### src/rtl/ame_grad_filter.sv
// Sobel/Prewitt gradient engine: streams N+2 columns of N+2 pixels and produces an
// N x N block of wrapped signed column-difference gradients with a one-cycle done pulse.
module ame_grad_filter #(
  parameter int BLK_SIZE       = 4,
  parameter int LINE_DATA_BITS = 8,
  parameter int COMP_DATA_BITS = 11
) (
  input  logic                                               clk_i,
  input  logic                                               rst_n_i,
  input  logic                                               comp_init_i,
  input  logic                                               mode_i,
  input  logic                                               line_valid_i,
  input  logic [BLK_SIZE+1:0][LINE_DATA_BITS-1:0]            line_data_i,
  output logic                                               busy_o,
  output logic                                               comp_done_o,
  output logic [BLK_SIZE-1:0][BLK_SIZE-1:0][COMP_DATA_BITS-1:0] comp_data_o
);
  localparam int N  = BLK_SIZE;
  localparam int CW = $clog2(BLK_SIZE + 2);
  localparam int SW = LINE_DATA_BITS + 2;

  typedef logic [COMP_DATA_BITS-1:0] comp_t;
  typedef comp_t [N-1:0][N-1:0] blk_t;
  typedef enum logic [0:0] {ST_IDLE = 1'b0, ST_LOAD = 1'b1} state_t;

  state_t          state_r;
  logic [CW-1:0]   col_r;
  logic            mode_r;
  logic            busy_r;
  logic            done_r;
  blk_t            acc_r;
  blk_t            data_r;

  logic            accept_s;
  logic            last_s;
  comp_t [N-1:0]   sum_s;
  blk_t            acc_nxt_s;

  // Weighted three-tap column sum, computed at full width then wrapped to the result width.
  function automatic comp_t col_sum(input logic [LINE_DATA_BITS-1:0] top,
                                    input logic [LINE_DATA_BITS-1:0] mid,
                                    input logic [LINE_DATA_BITS-1:0] bot,
                                    input logic                      prewitt);
    logic [SW-1:0] mid_w;
    logic [SW-1:0] total;
    if (prewitt) mid_w = {2'b00, mid};
    else         mid_w = {1'b0, mid, 1'b0};
    total = {2'b00, top} + {2'b00, bot} + mid_w;
    return comp_t'(total);
  endfunction

  // Column acceptance and last-column detection.
  always_comb begin
    if (state_r == ST_LOAD) accept_s = line_valid_i;
    else                    accept_s = 1'b0;
    if (col_r == CW'(N + 1)) last_s = accept_s;
    else                     last_s = 1'b0;
  end

  // Per-row kernel sums of the incoming column, using the mode latched at init.
  always_comb begin
    for (int r = 0; r < N; r++) begin
      sum_s[r] = col_sum(line_data_i[r], line_data_i[r+1], line_data_i[r+2], mode_r);
    end
  end

  // Column k seeds acc[.][k] with -s and completes acc[.][k-2] with +s.
  always_comb begin
    for (int r = 0; r < N; r++) begin
      for (int c = 0; c < N; c++) begin
        if (accept_s && (int'(col_r) == c)) begin
          acc_nxt_s[r][c] = {COMP_DATA_BITS{1'b0}} - sum_s[r];
        end else if (accept_s && (int'(col_r) == c + 2)) begin
          acc_nxt_s[r][c] = acc_r[r][c] + sum_s[r];
        end else begin
          acc_nxt_s[r][c] = acc_r[r][c];
        end
      end
    end
  end

  // Control FSM, accumulator array and held output registers.
  always_ff @(posedge clk_i or negedge rst_n_i) begin
    if (!rst_n_i) begin
      state_r <= ST_IDLE;
      col_r   <= {CW{1'b0}};
      mode_r  <= 1'b0;
      busy_r  <= 1'b0;
      done_r  <= 1'b0;
      acc_r   <= '0;
      data_r  <= '0;
    end else begin
      acc_r  <= acc_nxt_s;
      done_r <= 1'b0;
      case (state_r)
        ST_IDLE: begin
          if (comp_init_i) begin
            state_r <= ST_LOAD;
            col_r   <= {CW{1'b0}};
            mode_r  <= mode_i;
            busy_r  <= 1'b1;
          end
        end
        ST_LOAD: begin
          if (last_s) begin
            data_r <= acc_nxt_s;
            done_r <= 1'b1;
            col_r  <= {CW{1'b0}};
            // An init on the last column chains straight into the next block.
            if (comp_init_i) begin
              mode_r <= mode_i;
            end else begin
              state_r <= ST_IDLE;
              busy_r  <= 1'b0;
            end
          end else if (accept_s) begin
            col_r <= col_r + CW'(1);
          end
        end
        default: begin
          state_r <= ST_IDLE;
          busy_r  <= 1'b0;
        end
      endcase
    end
  end

  assign busy_o      = busy_r;
  assign comp_done_o = done_r;
  assign comp_data_o = data_r;

endmodule
### config.mk
export PLATFORM = sky130hd
export DESIGN_NAME = ame_grad_filter
export DESIGN_NICKNAME = d
export VERILOG_FILES = /design/src/rtl/ame_grad_filter.sv
export SDC_FILE = /design/constraint.sdc
export NUM_CORES = 1
export LEC_CHECK = 0
export BUFFER_PORTS_ARGS = -buffer_cell sky130_fd_sc_hd__buf_2
export CORE_ASPECT_RATIO = 0.8
export CORE_MARGIN = 2
export CORE_UTILIZATION = 60
export DETAILED_ROUTE_END_ITERATION = 12
export PLACE_DENSITY = 0.91
export SLEW_MARGIN = 20
export SYNTH_ARGS = -nofsm -noshare
export SYNTH_HDL_FRONTEND = slang
export SYNTH_SLANG_ARGS = --single-unit
export TNS_END_PERCENT = 30
### constraint.sdc
create_clock -name clk_i -period 6.21 [get_ports clk_i]
set_clock_uncertainty 0.1 [all_clocks]
set_input_delay 1.863 -clock clk_i [delete_from_list [all_inputs] [get_ports clk_i]]
set_output_delay 1.863 -clock clk_i [all_outputs]
set_load 0.01 [all_outputs]
==> metrics, run 1 <==
R2R depth 17; DRC violations left 0; Post-CTS Setup Repair Bufs 0; fraction of layout cells with a size suffix above 1 17.4%; NumNets Final 3177; post-synth cell types 79; fin crit share 94.5%; syn_nets 2933; Iteration-0 DRC Markers 2223; Rows 66; Critical Path Fanout Max 5; initial core utilization 60.6%; Synth top area share 36.6%; synth-to-layout area growth 13.9%; initial antenna violation count 1; post-cts resize count 0; Post-Synth XOR/XNOR Area 6.17%; relative slew slack 26.8%; outcome complete, no violations; ys async rst share 100%; count leader, synth dfrtp_1; HPWL after DPL 55400 um; largest net degree at the start of global routing 177; DP Worst Slack -0.0947 ns; GRT Util Overall 35.2%; vias per cell 6.40; Setup crit end kind flop; Final Critical Period 5.87 ns; GP Congestion 0.977; Ys Warns 0; Synth Area in Compound Gates 18.9%; RSZ-0062 raised after global routing false; core footprint 40500 um^2; WP data arrival 6.20 ns; synthesized instance count 2595; Final Setup Violations 0; number of I/O pins 231; port bufs 230; clk sinks 359; final hold violation count 0; Congestion Overflow GR 0; diode count 0; largest family of logic cells by synthesized area compound AO/OA/AOI/OAI gates; Yosys top cell by area dfrtp_1; Synth Area in Adders 16.1%; Slew Viols, Final 0; largest buffer count on any clock path 3; Finished Core Util 69.1%; post-route antenna net violation count 0; first-pass GRT wire length 117000 um; vias in the first global route 21.8k; total number of vias 21.8k; Final Worst Setup Slack 0.340 ns; CTS Buf Count 40; clock latency on the worst-skew pair 0.58 ns; DRT Wirelength 75600 um; Max Clock Freq 0.170 GHz; Worst setup SP type input pin; root buf cell clkbuf_16; number of synthesized flops with an enable pin 0; Die W 230 um; H-tree depth 2; type of the worst min-delay path flop to flop; Synth Flop Type dfrtp_1; ranking of synthesized cells by area dfrtp_1 (37%), ha_1 (12%), nand2_1 (5.2%); number of max-cap violations 0; worst hold path depth 2; die area 42500 um^2; simple-gate share of the synthesized area 12.6%; TritonRoute pass-1 iters 6; register area share after synthesis 36.6%; Worst-Margin Slew 1.09 ns; mean area per synthesized cell 9.45 um^2; CTS tree built; CP Class input pin to flop; synthesized cell area 24500 um^2; #FFs+latches synth 359; Die H 185 um; hold buffers post-CTS 0; Wirelength per Cell 22.2 um; Data required, critical path 6.54 ns; proportion of synthesized area in mux cells 6.81%; Worst-path clk slew 0.06 ns; Post-synth top cells dfrtp_1 (359), nand2_1 (343), ha_1 (233), nor2_1 (195), o21ai_0 (193)
==> state kept, by name, indices dropped and copies added, names as in the netlist <==
register,cells
comp_done_o,1
busy_o,1
state_r,1
mode_r,1
col_r,3
acc_r,176
comp_data_o,176
==> logic make-up (layout without fill, tap and decap cells) <==
group / after synthesis / in the layout
AOI/OAI and AO/OA: 751 / 751
muxes: 155 / 155
buffers and inverters: 171 / 445
adders and majority gates: 285 / 285
DFF: 359 / 359
and+or+nand+nor: 703 / 703
xor gates and xnor gates: 171 / 171
==> cell type report <==
type / instances / area (um^2)
inverter: 63 / 241
multi-input combinational: 2065 / 14900
sequential: 359 / 8980
fill: 3076 / 12500
clock inverter: 16 / 176
timing repair buffer: 310 / 1800
tap: 544 / 681
clock buffer: 56 / 1170
==> final timing paths <==
kind	to	from	slack, ns
setup reg to reg	comp_data_o[164]	mode_r	0.74
setup / recovery	comp_data_o[164]	line_data_i[32]	0.34
max in group asynchronous	comp_data_o[150]	rst_n_i	3.75
hold reg to reg	comp_data_o[7]	comp_data_o[7]	0.36
min in group asynchronous	comp_data_o[12]	rst_n_i	1.12
hold / removal	comp_data_o[7]	comp_data_o[7]	0.36
==> critical path, stage by stage <==
cell and delay [ns]:
buf_2 0.12, mux2i_1 0.10, fa_1 0.53, inv_1 0.05
ha_1 0.23, fa_1 0.41, a21oi_1 0.21, o21ai_0 0.10
a21oi_1 0.28, xor2_1 0.41, inv_1 0.25, ha_1 0.42
nand2_1 0.10, o31ai_1 0.51, nand3_1 0.15, a21oi_1 0.21
xnor2_1 0.16, o21ai_0 0.10
==> layer usage <==
layer | GRT usage [%] | vias up | wire (um)
met5 | 0 | - | 0
met4 | 17.1 | 0 | 3690
met3 | 5.79 | 254 | 6620
met2 | 59.7 | 1171 | 36000
met1 | 44.1 | 10641 | 29300
li1 | - | 9781 | -
==> through the flow <==
| stage | hold slack, ns | setup TNS (ns) | instance area (um^2) | cells |
|---|---|---|---|---|
| 4_1_cts | 0.367 | 0 | 28000 | 3413 |
| 2_1_floorplan | 0.360 | 0 | 24500 | 2595 |
| 3_3_place_gp | 0.345 | 0 | 26600 | 3341 |
| 5_1_grt | 0.397 | 0 | 28000 | 3413 |
| 6_report | 0.364 | 0 | 28000 | 3413 |
| 3_5_place_dp | 0.353 | -0.313 | 26600 | 3341 |
==> cell usage in the layout (no fill, tap or decap), drive strengths merged, types with 26 or more instances in the layout <==
cell / count
inv: 65
mux2: 95
a21oi: 191
mux2i: 60
dfrtp: 359
o21ai: 217
xnor2: 111
clkbuf: 56
a211oi: 58
xor2: 60
o21a: 31
nand2: 343
a21o: 63
a31oi: 63
nor3: 26
ha: 233
fa: 52
buf: 310
nor2: 195
nand3: 29
Power of run 1 is left out: the tool's default activity adds up to more than one toggle a clock period on the data nets, which glitch-free logic cannot reach.
==> run 2: changes to the inputs <==
- CORE_UTILIZATION: 60 -> 40
- HOLD_SLACK_MARGIN: not set -> 0.06
- PLACE_DENSITY: 0.91 -> 0.68
==> run 2 against run 1 <==
Via count decreased by 5.7%. Critical path depth increased by 1. Hold slack improved by 0.0078 ns. Fmax increased by 1.8%. Core utilization decreased by 22 points. Worst setup slack improved by 0.10 ns. Routed wire length increased by 0.77%. Register-to-register slack got worse by 0.15 ns. Sequential share of layout area decreased by 0.71 points. Critical path type unchanged.
==> metrics, run 2 (synthesized netlist as in run 1, its figures left out) <==
Final Worst Setup Slack 0.441 ns (was 0.340 ns); GRT Util Overall 24.0% (was 35.2%); Rows 81 (was 66); Final Setup Violations 0 (unchanged); Worst-Margin Slew 0.988 ns (was 1.09 ns); WHS Endpoint comp_data_o[37] (was comp_data_o[7]); Iteration-0 DRC Markers 1694 (was 2223); Die H 226 um (was 185 um); port bufs 230 (unchanged); Slew Viols, Final 0 (unchanged); Critical Path Fanout Max 5 (unchanged); outcome complete, no violations (unchanged); Worst-path clk slew 0.07 ns (was 0.06 ns); CP max stage delay 0.54 ns (was 0.53 ns); Setup crit end kind flop (unchanged); CTS tree built (unchanged); clock latency on the worst-skew pair 0.58 ns (about the same); hold buffers post-CTS 0 (unchanged); commonest non-fill, non-tap cell in the layout dfrtp_1 (unchanged); most frequent cells in the layout dfrtp_1 (359), nand2_1 (339), ha_1 (233) (unchanged); vias per cell 5.54 (was 6.40); core footprint 60900 um^2 (was 40500 um^2); slowest CP cell fa_1 (unchanged); Finished Core Util 46.9% (was 69.1%); CP Class input pin to flop (unchanged); TritonRoute pass-1 iters 5 (was 6); CP cell instances buf_2 -> mux2i_1 -> fa_1 -> inv_1 -> ha_1 -> fa_1 -> a21oi_1 -> o21ai_0 -> a21oi_1 -> xor2_1 -> inv_1 -> ha_1 -> nand2_1 -> o31ai_1 -> buf_4 -> nand3_1 -> a21oi_1 -> xnor2_1 -> o21ai_0 (was buf_2 -> mux2i_1 -> fa_1 -> inv_1 -> ha_1 -> fa_1 -> a21oi_1 -> o21ai_0 -> a21oi_1 -> xor2_1 -> inv_1 -> ha_1 -> nand2_1 -> o31ai_1 -> nand3_1 -> a21oi_1 -> xnor2_1 -> o21ai_0); initial antenna violation count 0 (was 1); setup_tns 0 ns (unchanged); final hold violation count 0 (unchanged); Final Critical Period 5.77 ns (was 5.87 ns); synth-to-layout area growth 16.5% (was 13.9%); WP buf/inv 4 (was 3); DP Worst Slack -0.0628 ns (was -0.0947 ns); CTS Buf Count 40 (unchanged); Wirelength per Cell 20.5 um (was 22.2 um); Max Clock Freq 0.173 GHz (was 0.170 GHz); vias in the first global route 20.1k (was 21.8k); root buf cell clkbuf_16 (unchanged); worst reg-to-reg setup slack 0.59 ns (was 0.74 ns); first-pass GRT wire length 117000 um (about the same); H-tree depth 2 (unchanged); number of I/O pins 231 (unchanged); CP top delay family adder cells (unchanged); post-cts resize count 0 (unchanged); largest buffer count on any clock path 3 (unchanged); number of max-cap violations 0 (unchanged); fin crit share 92.9% (was 94.5%); die area 63300 um^2 (was 42500 um^2); total number of vias 20.6k (was 21.8k); Worst setup SP type input pin (unchanged); reg-to-reg startpoint mode_r (unchanged); RSZ-0062 raised after global routing false (unchanged); relative slew slack 34.1% (was 26.8%); type of the worst min-delay path flop to flop (unchanged); NumNets Final 3194 (was 3177); Data required, critical path 6.51 ns (was 6.54 ns); fraction of layout cells with a size suffix above 1 17.9% (was 17.4%); largest net degree at the start of global routing 108 (was 177); worst r2r dst comp_data_o[164] (unchanged); R2R depth 17 (unchanged); most frequent cell on the critical path a21oi_1 (unchanged); post-route antenna net violation count 0 (unchanged); Congestion Overflow GR 0 (unchanged); GP Congestion 0.903 (was 0.977); HPWL after DPL 56900 um (was 55400 um); DRC violations left 0 (unchanged); clk sinks 359 (unchanged); WP data arrival 6.07 ns (was 6.20 ns); Post-CTS Setup Repair Bufs 0 (unchanged); DRT Wirelength 76200 um (was 75600 um); Die W 281 um (was 230 um); initial core utilization 40.3% (was 60.6%); worst hold path depth 2 (unchanged); Hold Path Origin comp_data_o[37] (was comp_data_o[7])
==> run 2: cell count changes in the layout (fill, tap and decap cells not counted), sizes merged <==
cell | previous run | this run
buf | 310 | 327
bufinv | 3 | 9
clkbuf | 56 | 52
clkinv | 10 | 7
clkinvlp | 1 | 4
diode | 0 | 1
inv | 65 | 64
==> run 2: worst max path at each step <==
| stage | startpoint | end | slack, ns | cells past startpoint |
|---|---|---|---|---|
| floorplan | line_data_i[9] | comp_data_o[42] | 0.46 | 16 |
| global placement | line_data_i[32] | comp_data_o[164] | 0.03 | 19 |
| detailed placement | line_data_i[32] | comp_data_o[164] | -0.06 | 19 |
| CTS | line_data_i[32] | comp_data_o[164] | 0.50 | 19 |
| global route | line_data_i[32] | comp_data_o[164] | 0.21 | 19 |
| finish | line_data_i[32] | comp_data_o[164] | 0.44 | 19 |
==> run 2: worst min-delay path, stage by stage (launching register included) <==
cell and delay [ns]:
dfrtp_1 0.34, nand2_1 0.05, nand2_1 0.05
==> run 2: layer usage <==
metal  GRT usage, %  vias to the layer above  wire length, um
li1               -                     9835                -
met1           32.5                    10058            33500
met2           39.5                      620            35900
met3           4.50                       91             5180
met4           6.23                        0             1640
met5              0                        -                0
==> run 2: metrics by stage <==
| step | area (um^2) | cells | hold WS (ns) |
|---|---|---|---|
| global placement | 27100 | 3644 | 0.348 |
| global route | 28600 | 3717 | 0.396 |
| CTS | 28600 | 3717 | 0.374 |
| finish | 28600 | 3718 | 0.372 |
| floorplan | 24500 | 2595 | 0.360 |
| detailed placement | 27100 | 3644 | 0.358 |
==> run 2: cell type report <==
type                       count  area [um^2]
antenna                        1         2.50
clock buffer                  52         1120
clock inverter                21          359
fill                        5862        32300
inverter                      63          241
multi-input combinational   2065        14900
sequential                   359         8980
tap                          830         1040
timing repair buffer         327         1940
Power of run 2 is left out for the same reason.
==> run 3: changes to the inputs <==
- clock period: 6.21 -> 7.07 ns (I/O delays scaled with it)
==> run 3 against run 2 <==
Via count shrank 0.80%. Worst setup slack improved by 0.56 ns. Critical endpoint is now acc_r[42]. Largest cell class unchanged. Critical path type unchanged. Hold slack about the same. Core utilization shrank 0.89 points. Critical path depth fell by 1. Cell area shrank 1.9%. Final cell count fell by 1.6%. Clock-buffer cell count increased by 1. Global-route usage decreased by 0.32 points. Register-to-register slack gained 0.93 ns. Flip-flop and latch count did not move. Die area unchanged.
==> metrics, run 3 (synthesized netlist as in run 1, its figures left out) <==
Iteration-0 DRC Markers 1562 (was 1694); commonest non-fill, non-tap cell in the layout dfrtp_1 (unchanged); Rows 81 (unchanged); count of filler cells inserted in the layout 5830 (was 5862); first-pass GRT wire length 115000 um (was 117000 um); CP Class input pin to flop (unchanged); Final Setup Violations 0 (unchanged); largest buffer count on any clock path 3 (unchanged); WP data arrival 6.40 ns (was 6.07 ns); CP max stage delay 0.52 ns (was 0.54 ns); worst reg-to-reg setup slack 1.52 ns (was 0.59 ns); type of the worst min-delay path flop to flop (unchanged); synth-to-layout area growth 14.3% (was 16.5%); placed inst area 26700 um^2 (was 27100 um^2); final hold violation count 0 (unchanged); fin cells 3659 (was 3718); Post-CTS Setup Repair Bufs 0 (unchanged); root buf cell clkbuf_16 (unchanged); initial core utilization 40.3% (unchanged); core footprint 60900 um^2 (unchanged); setup_tns 0 ns (unchanged); H-tree depth 2 (unchanged); outcome complete, no violations (unchanged); Worst setup SP type input pin (unchanged); most frequent cells in the layout dfrtp_1 (359), nand2_1 (339), ha_1 (233) (unchanged); TritonRoute pass-1 iters 7 (was 5); Slew Viols, Final 0 (unchanged); Critical Path Fanout Max 6 (was 5); WHS Endpoint comp_data_o[94] (was comp_data_o[37]); Final Critical Period 6.07 ns; post-route antenna net violation count 0 (unchanged); die area 63300 um^2 (unchanged); DRC violations left 0 (unchanged); CP cell instances buf_2 -> mux2i_1 -> fa_1 -> inv_1 -> ha_1 -> fa_1 -> a21o_1 -> a311oi_1 -> or3b_1 -> and2_1 -> inv_1 -> ha_1 -> inv_1 -> and3_1 -> a2111oi_0 -> o311ai_1 -> a211oi_1 -> a21oi_1 (was buf_2 -> mux2i_1 -> fa_1 -> inv_1 -> ha_1 -> fa_1 -> a21oi_1 -> o21ai_0 -> a21oi_1 -> xor2_1 -> inv_1 -> ha_1 -> nand2_1 -> o31ai_1 -> buf_4 -> nand3_1 -> a21oi_1 -> xnor2_1 -> o21ai_0); Hold Path Origin comp_data_o[94] (was comp_data_o[37]); multi-input logic area 14900 um^2 (unchanged); DRT Wirelength 75400 um (was 76200 um); post-cts resize count 0 (unchanged); R2R depth 14 (was 17); fraction of layout cells with a size suffix above 1 16.2% (was 17.9%); total number of vias 20.4k (was 20.6k); number of I/O pins 231 (unchanged); Congestion Overflow GR 0 (unchanged); RSZ-0062 raised after global routing false (unchanged); GP Congestion 0.894 (was 0.903); clock latency on the worst-skew pair 0.58 ns (about the same); port bufs 230 (unchanged); Setup crit end kind flop (unchanged); FF/Latch Area 8980 um^2 (unchanged); clk sinks 359 (unchanged); slowest CP cell fa_1 (unchanged); initial antenna violation count 0 (unchanged); HPWL after DPL 55500 um (was 56900 um); Max Clock Freq 0.165 GHz; hold buffers post-CTS 0 (unchanged); placed instance count 3585 (was 3644); Worst-Margin Slew 1.17 ns (was 0.988 ns); number of max-cap violations 0 (unchanged); Die H 226 um (unchanged); Data required, critical path 7.40 ns (was 6.51 ns); vias in the first global route 19.8k (was 20.1k); vias per cell 5.59 (was 5.54); fin crit share 85.8%; relative slew slack 21.7% (was 34.1%); Die W 281 um (unchanged); Wirelength per Cell 20.6 um (was 20.5 um); GRT Util Overall 23.7% (was 24.0%); design area 28000 um^2 (was 28600 um^2); largest net degree at the start of global routing 106 (was 108); CTS tree built (unchanged); NumNets Final 3135 (was 3194); Worst-path clk slew 0.07 ns (about the same); most frequent cell on the critical path inv_1 (was a21oi_1); worst hold path depth 2 (unchanged); reg-to-reg startpoint mode_r (unchanged); worst r2r dst comp_data_o[42] (was comp_data_o[164]); CTS Buf Count 40 (unchanged)
-- run 3: area by class of cell --
class | count | area share (%)
clock buffer | 53 | 4.03
sequential | 359 | 32.0
multi-input combinational | 2065 | 53.1
antenna | 1 | 0.00892
timing repair buffer | 268 | 5.34
clock inverter | 20 | 0.879
tap | 830 | 3.70
inverter | 63 | 0.861
-- run 3: metrics by stage --
step | worst slack, ns | hold WS [ns] | util [%]
after floorplan | 1.07 | 0.360 | -
after CTS | 1.10 | 0.375 | 46.0
after global placement | 0.563 | 0.352 | 43.8
after global routing | 0.723 | 0.391 | 46.0
final | 1.00 | 0.372 | 46.0
after detailed placement | 0.513 | 0.360 | 43.8
-- run 3: layer usage --
layer / global-route usage [%] / vias up / wire length, um
met2: 38.9 / 724 / 35000
met3: 5.22 / 114 / 6030
met1: 31.3 / 9878 / 32100
met5: 0 / - / 0
li1: - / 9723 / -
met4: 7.06 / 0 / 2200
-- run 3: worst max-delay path: cells and delay by family --
family | cells | cell delay, ns
AND/OR/NAND/NOR | 3 | 0.70
adder cells (fa/ha/maj) | 4 | 1.63
AO/OA/AOI/OAI | 6 | 1.35
buffers and inverters | 4 | 0.52
multiplexers | 1 | 0.08
-- run 3: worst max path at each step --
stage          slack [ns]                to             from  cells past startpoint
5_1_grt              0.72         acc_r[42]   line_data_i[8]                     18
6_report             1.00         acc_r[42]   line_data_i[8]                     18
4_1_cts              1.10  comp_data_o[131]  line_data_i[24]                     17
2_1_floorplan        1.07   comp_data_o[42]   line_data_i[9]                     16
3_3_place_gp         0.56  comp_data_o[131]  line_data_i[24]                     17
3_5_place_dp         0.51  comp_data_o[131]  line_data_i[24]                     17
Power of run 3 is left out for the same reason.
